<file path="src/rtl/p4s1_4buf.sv">
// p4s1_4buf: parallel-to-serial stage that sits after the FFT-1024 1:4
// serial-to-parallel block.
//
// Each in_valid strobe carries one 4-word group, which goes into a two-entry
// group buffer. Groups are sent out one word per pop on a valid/ready stream.
// The oldest sample (data_in3) goes first, so the original sample order comes
// back. Frame start/end flags mark FRAME_LEN-sample frames. The upstream stage
// cannot be stalled, so a group that arrives when the buffer is full is
// dropped and the sticky overflow flag is set.
//
// Ports:
//   clk        system clock, rising edge
//   rst        asynchronous active-high reset
//   in_valid   one-cycle strobe, data_in0..3 hold a complete group
//   data_in0   newest sample of the group
//   data_in1   second-newest sample
//   data_in2   second-oldest sample
//   data_in3   oldest sample
//   in_ready   buffer holds fewer than two groups (status only)
//   out_valid  data_out holds a valid sample
//   out_ready  downstream accepts data_out this cycle
//   data_out   serial sample (0 when out_valid is low)
//   out_sop    first sample of a frame
//   out_eop    last sample of a frame
//   overflow   sticky flag, a group was dropped
//   ovf_clr    synchronous clear of overflow (a simultaneous drop wins)
module p4s1_4buf #(
    parameter int WORDLENGTH = 16,
    parameter int FRAME_LEN  = 1024,
    parameter int CNT_W      = 10
) (
    input  logic                  clk,
    input  logic                  rst,
    input  logic                  in_valid,
    input  logic [WORDLENGTH-1:0] data_in0,
    input  logic [WORDLENGTH-1:0] data_in1,
    input  logic [WORDLENGTH-1:0] data_in2,
    input  logic [WORDLENGTH-1:0] data_in3,
    output logic                  in_ready,
    output logic                  out_valid,
    input  logic                  out_ready,
    output logic [WORDLENGTH-1:0] data_out,
    output logic                  out_sop,
    output logic                  out_eop,
    output logic                  overflow,
    input  logic                  ovf_clr
);

    // Control state
    logic [1:0]       count_reg;
    logic             wr_ptr_reg;
    logic             rd_ptr_reg;
    logic [1:0]       word_idx_reg;
    logic [CNT_W-1:0] sample_cnt_reg;
    logic             overflow_reg;

    logic [1:0]       count_next;

    // Input words packed by position, and the words of the head group
    logic [3:0][WORDLENGTH-1:0] din;
    logic [3:0][WORDLENGTH-1:0] head_words;

    logic pop;
    logic group_done;
    logic wr_accept;
    logic wr_drop;

    assign din = {data_in3, data_in2, data_in1, data_in0};

    assign out_valid  = (count_reg != 2'd0);
    assign pop        = out_valid && out_ready;
    assign group_done = pop && (word_idx_reg == 2'd3);

    // A full buffer can still take a group when the head group is freed on
    // the same edge, so there is no bubble at full throughput.
    assign wr_accept = in_valid && ((count_reg < 2'd2) || group_done);
    assign wr_drop   = in_valid && !wr_accept;

    always_comb begin
        count_next = count_reg;
        if (wr_accept && !group_done) begin
            count_next = count_reg + 2'd1;
        end else if (!wr_accept && group_done) begin
            count_next = count_reg - 2'd1;
        end
    end

    // Group storage. Each word position is a pair of registers, one per
    // buffer entry. Only the write-enabled entry changes, so no reset is
    // needed: data_out is masked while the buffer is empty.
    genvar gi;
    generate
        for (gi = 0; gi < 4; gi++) begin : g_word
            logic [WORDLENGTH-1:0] word_mem [2];

            always_ff @(posedge clk) begin
                if (wr_accept) begin
                    word_mem[wr_ptr_reg] <= din[gi];
                end
            end

            assign head_words[gi] = word_mem[rd_ptr_reg];
        end
    endgenerate

    // Control path. Count, pointers and word index all update on one edge.
    always_ff @(posedge clk or posedge rst) begin
        if (rst) begin
            count_reg      <= 2'd0;
            wr_ptr_reg     <= 1'b0;
            rd_ptr_reg     <= 1'b0;
            word_idx_reg   <= 2'd0;
            sample_cnt_reg <= '0;
            overflow_reg   <= 1'b0;
        end else begin
            count_reg <= count_next;
            if (wr_accept) begin
                wr_ptr_reg <= ~wr_ptr_reg;
            end
            if (pop) begin
                // The 2-bit index wraps from 3 to 0 on the group-done pop.
                word_idx_reg <= word_idx_reg + 2'd1;
                if (sample_cnt_reg == CNT_W'(FRAME_LEN - 1)) begin
                    sample_cnt_reg <= '0;
                end else begin
                    sample_cnt_reg <= sample_cnt_reg + 1'b1;
                end
            end
            if (group_done) begin
                rd_ptr_reg <= ~rd_ptr_reg;
            end
            // A drop wins over a simultaneous clear.
            if (wr_drop) begin
                overflow_reg <= 1'b1;
            end else if (ovf_clr) begin
                overflow_reg <= 1'b0;
            end
        end
    end

    // Outputs are driven only from registers through a mux. Word 3 (the
    // oldest) is sent first.
    assign data_out = out_valid ? head_words[2'd3 - word_idx_reg] : '0;
    assign out_sop  = out_valid && (sample_cnt_reg == '0);
    assign out_eop  = out_valid && (sample_cnt_reg == CNT_W'(FRAME_LEN - 1));
    assign in_ready = (count_reg < 2'd2);
    assign overflow = overflow_reg;

endmodule

</file>
<file path="config.mk">
export PLATFORM = sky130hd
export DESIGN_NAME = p4s1_4buf
export DESIGN_NICKNAME = d
export VERILOG_FILES = /design/src/rtl/p4s1_4buf.sv
export SDC_FILE = /design/constraint.sdc
export NUM_CORES = 1
export LEC_CHECK = 0
export BUFFER_PORTS_ARGS = -buffer_cell sky130_fd_sc_hd__buf_2
export CORE_MARGIN = 3
export CORE_UTILIZATION = 56
export DETAILED_ROUTE_END_ITERATION = 8
export PLACE_DENSITY = 0.79
export SLEW_MARGIN = 20
export SYNTH_ARGS = -nofsm -noshare
export SYNTH_HDL_FRONTEND = slang
export SYNTH_SLANG_ARGS = --single-unit
</file>
<file path="constraint.sdc">
create_clock -name clk -period 4.98 [get_ports clk]
set_clock_uncertainty 0.05 [all_clocks]
set_input_delay 0.249 -clock clk [delete_from_list [all_inputs] [get_ports clk]]
set_output_delay 0.249 -clock clk [all_outputs]
set_load 0.02 [all_outputs]
</file>
==> impl_metrics.prom <==
# TYPE chip_impl_metric gauge
chip_impl_metric{name="ctsHoldBuffers",unit=""} 67
chip_impl_metric{name="dr.first_iter.drc_count",unit=""} 240
chip_impl_info{name="critPathLaunch",value="word_idx_reg[0]$_DFFE_PP0P_"} 1
chip_impl_metric{name="globalplace.congestion",unit=""} 0.814
chip_impl_metric{name="synth_seq_area_share",unit=""} 0.741
chip_impl_metric{name="instances_no_fill",unit=""} 603
chip_impl_metric{name="postSynthNetCount",unit=""} 363
chip_impl_metric{name="max_slew.worst_pin.slew",unit="ps"} 1030
chip_impl_metric{name="worst_path_required_time",unit="ps"} 5100
chip_impl_metric{name="post-route-drc-count",unit=""} 0
chip_impl_metric{name="core_region_area",unit="µm²"} 9860
chip_impl_metric{name="dieHeight",unit="µm"} 107
chip_impl_metric{name="cts_resized",unit=""} 0
chip_impl_metric{name="power.static_leakage",unit="nW"} 2.81
chip_impl_metric{name="syn_inst",unit=""} 290
chip_impl_metric{name="design_area",unit="µm²"} 7540
chip_impl_metric{name="drt.antenna.violating_nets",unit=""} 0
chip_impl_metric{name="final.setup.tns",unit="ps"} 0
chip_impl_info{name="cts_tree",value="done"} 1
chip_impl_metric{name="route.detailed.vias_per_inst",unit=""} 5.35
chip_impl_metric{name="final_nets",unit=""} 529
chip_impl_metric{name="vias",unit=""} 3226
chip_impl_metric{name="grt_antenna_before_repair",unit=""} 1
chip_impl_metric{name="hold_vio_cnt_final",unit=""} 0
chip_impl_metric{name="final_core_utilization",unit=""} 0.764
chip_impl_info{name="routing_layer_with_the_top_usage_in_global_route",value="met2"} 1
chip_impl_info{name="hold_path_class",value="in -> reg"} 1
chip_impl_metric{name="initial_core_utilization",unit=""} 0.584
chip_impl_metric{name="power_per_cell_area",unit="nW/µm²"} 572
chip_impl_metric{name="chipWidth",unit="µm"} 107
chip_impl_metric{name="largest_register_ff_count",unit=""} 128
chip_impl_info{name="path_delay_family",value="buffers and inverters"} 1
chip_impl_metric{name="routed_wl",unit="µm"} 11500
chip_impl_metric{name="maxSlewHeadroom",unit=""} 0.312
chip_impl_metric{name="sinks_on_clock_net",unit=""} 145
chip_impl_metric{name="ff_latch_count_synth",unit=""} 145
chip_impl_metric{name="peakVddDrop",unit="V"} 0.000378
chip_impl_metric{name="met3_grt_util",unit=""} 0.0654
chip_impl_metric{name="worstSkewPairLatency",unit="ps"} 510
chip_impl_metric{name="first_global_vias",unit=""} 3442
chip_impl_metric{name="cts_setup_buffers",unit=""} 0
chip_impl_metric{name="timing.final.setup_violations",unit=""} 0
chip_impl_metric{name="post_route_cells_drive_above_1_share",unit=""} 0.345
chip_impl_metric{name="grt_use_met2",unit=""} 0.358
chip_impl_metric{name="area.growth.synth_to_final",unit="%"} 30.9
chip_impl_metric{name="crit_path_max_incr_delay",unit="ps"} 820
chip_impl_metric{name="ios",unit=""} 90
chip_impl_metric{name="drtPass1Iterations",unit=""} 4
chip_impl_info{name="run_status",value="completed"} 1
chip_impl_metric{name="worst_r2r_path_depth",unit=""} 6
chip_impl_metric{name="grt_overflow_total",unit=""} 0
chip_impl_metric{name="routedWlPerCell",unit="µm"} 19.1
chip_impl_info{name="rsz_0062_raised_after_global_routing",value="no"} 1
chip_impl_metric{name="port_buffers",unit=""} 89
chip_impl_metric{name="clk_transition_reported_paths",unit="ps"} 60
chip_impl_metric{name="yosysWarningCount",unit=""} 0
chip_impl_metric{name="period_share",unit=""} 0.637
chip_impl_info{name="clock-root-buffer",value="clkbuf_8"} 1
chip_impl_metric{name="syn_area_per_cell",unit="µm²"} 19.9
chip_impl_metric{name="ctsHtreeMaxLevel",unit=""} 4
chip_impl_info{name="critical_path.cell_chain",value="buf_4, ha_1, nand2_1, a21boi_0, and2_2, buf_4"} 1
chip_impl_metric{name="timing_max_transition_violations_final",unit=""} 0
chip_impl_metric{name="cts_made_buffers",unit=""} 17
chip_impl_metric{name="post_dp_cell_area",unit="µm²"} 6300
chip_impl_metric{name="path_max_fanout",unit=""} 35
chip_impl_metric{name="detailedPlacementHpwl",unit="µm"} 6480
chip_impl_metric{name="synth-xor-area-share",unit=""} 0.0213
chip_impl_metric{name="post_synth_fa_ha_maj_area_fraction",unit=""} 0.00869
chip_impl_info{name="end_kind",value="register"} 1
chip_impl_info{name="crit_path_start_kind",value="register"} 1
chip_impl_info{name="worst_setup_path_endpoint",value="g_word[3].word_mem[1][2]$_DFFE_PP_"} 1
chip_impl_info{name="synth_top_family_by_area",value="multiplexers"} 1
chip_impl_metric{name="regToRegSetupSlack",unit="ps"} 1810
chip_impl_metric{name="max-cap-violations",unit=""} 0
chip_impl_metric{name="grt_start_max_net_pins",unit=""} 65
chip_impl_info{name="layout_commonest_cell",value="edfxtp_1"} 1
chip_impl_metric{name="synth_area",unit="µm²"} 5760
chip_impl_metric{name="synth_cell_type_count",unit=""} 34
chip_impl_metric{name="cp.buffers_inverters",unit=""} 2
chip_impl_info{name="slowest_stage",value="and2_2"} 1
chip_impl_metric{name="grt_util_met1",unit=""} 0.279
chip_impl_metric{name="worstSetupPathDepth",unit=""} 6
chip_impl_metric{name="synth_compound_gate_area_share",unit=""} 0.00695
chip_impl_metric{name="grt_first_pass_wirelength",unit="µm"} 18500
chip_impl_metric{name="grt_use_total",unit=""} 0.221
chip_impl_info{name="timing.setup.critical_path_class",value="reg -> reg"} 1
chip_impl_metric{name="fp.dieArea",unit="µm²"} 11500
chip_impl_metric{name="rows",unit=""} 36
chip_impl_metric{name="cts-root-to-sink-buffers",unit=""} 2
chip_impl_info{name="crit_top_cell",value="buf_4"} 1
chip_impl_metric{name="dp_cells",unit=""} 503
chip_impl_info{name="commonest_cells_after_routing_fill_and_taps_aside",value="128 x edfxtp_1, 89 x buf_2, 67 x dlygate4sd3_1"} 1
chip_impl_metric{name="synth-simple-area-share",unit=""} 0.0437
chip_impl_metric{name="timing.fmax",unit="MHz"} 315
chip_impl_info{name="worst_r2r_endpoint",value="g_word[3].word_mem[1][2]$_DFFE_PP_"} 1
chip_impl_metric{name="critical_path_arrival",unit="ps"} 3290
chip_impl_metric{name="muxShareOfSynthArea",unit=""} 0.154
chip_impl_info{name="r2r_start",value="word_idx_reg[0]$_DFFE_PP0P_"} 1
chip_impl_metric{name="post_layout_min_period",unit="ps"} 3170
[synth_stat cells]
library cell,instances,area [µm²]
buf_8,1,15.0
edfxtp_1,128,3840
nand3_2,1,10.0
and2_1,1,6.26
nor2b_1,1,6.26
clkbuf_1,2,7.51
nand4b_1,1,8.76
mux2i_1,16,160
mux4_2,30,676
ha_1,4,50.1
nor2_2,1,6.26
nand3_1,3,15.0
xor2_1,3,26.3
o22ai_1,1,6.26
xnor2_1,11,96.3
o21ai_2,1,8.76
nand4_1,2,12.5
nor2_1,24,90.1
o21ai_0,2,10.0
nand2_1,10,37.5
or3_1,1,6.26
buf_6,1,11.3
buf_4,1,7.51
buf_12,2,40.0
or3_4,1,11.3
inv_1,7,26.3
clkbuf_2,1,5.00
o21a_1,1,7.51
mux4_1,2,52.6
buf_2,5,25.0
nor3_1,2,10.0
dfrtp_1,17,425
a21boi_0,1,7.51
nor4_1,5,31.3
[report_power, final]
part / leakage, nW / switching (mW) / internal [mW] / total, mW
Clock: 0.272 / 0.517 / 0.681 / 1.20
Combinational: 1.15 / 0.718 / 0.594 / 1.31
Sequential: 1.39 / 0.179 / 1.63 / 1.81
Total: 2.81 / 1.41 / 2.90 / 4.31
[final cells by class]
class | instances | area [µm²]
multi-input combinational | 125 | 1360
sequential | 145 | 4270
tap | 133 | 166
inverter | 7 | 26.3
antenna | 1 | 2.50
timing repair buffer | 160 | 1150
clock inverter | 14 | 143
clock buffer | 18 | 418
fill | 527 | 2330
[metrics by stage]
step	hold WS, ps	power (mW)	setup WS (ps)
after floorplan	125	2.78	667
after global placement	316	3.05	1890
after detailed placement	336	3.09	1790
after CTS	78.3	4.34	1760
after global routing	109	4.53	1540
final	95.2	4.31	1810
[worst min-delay path by stage]
stage          cells after the start  slack, ps       from                       endpoint
4_1_cts                            3         80  out_ready    word_idx_reg[0]$_DFFE_PP0P_
6_report                           3        100  out_ready    word_idx_reg[0]$_DFFE_PP0P_
5_1_grt                            3        110  out_ready    word_idx_reg[0]$_DFFE_PP0P_
2_1_floorplan                      1        130        rst       count_reg[0]$_DFFE_PP0P_
3_5_place_dp                       2        340        rst  sample_cnt_reg[2]$_DFFE_PP0P_
3_3_place_gp                       2        320        rst  sample_cnt_reg[2]$_DFFE_PP0P_
[logic make-up (layout without fill, tap and decap cells)]
logic type,count (synthesis),after routing
AOI/OAI and AO/OA,6,6
xor gates and xnor gates,14,14
adders and majority gates,4,4
buffers and inverters,20,199
DFF,145,145
muxes,48,48
other,0,1
and+or+nand+nor,53,53
[worst reg2reg max path, delay by kind of cell (launching register included)]
kind	cells	cell delay, ps
AO/OA/AOI/OAI	1	390
buffers and inverters	2	930
AND/OR/NAND/NOR	2	870
flip-flops	1	320
adder cells (fa/ha/maj)	1	250
[layer usage]
layer,vias up,part of all wire
li1,1482,-
met4,0,0.029
met5,-,0
met1,1581,0.38
met3,28,0.063
met2,135,0.53
Power figures use the tool's default switching activity.
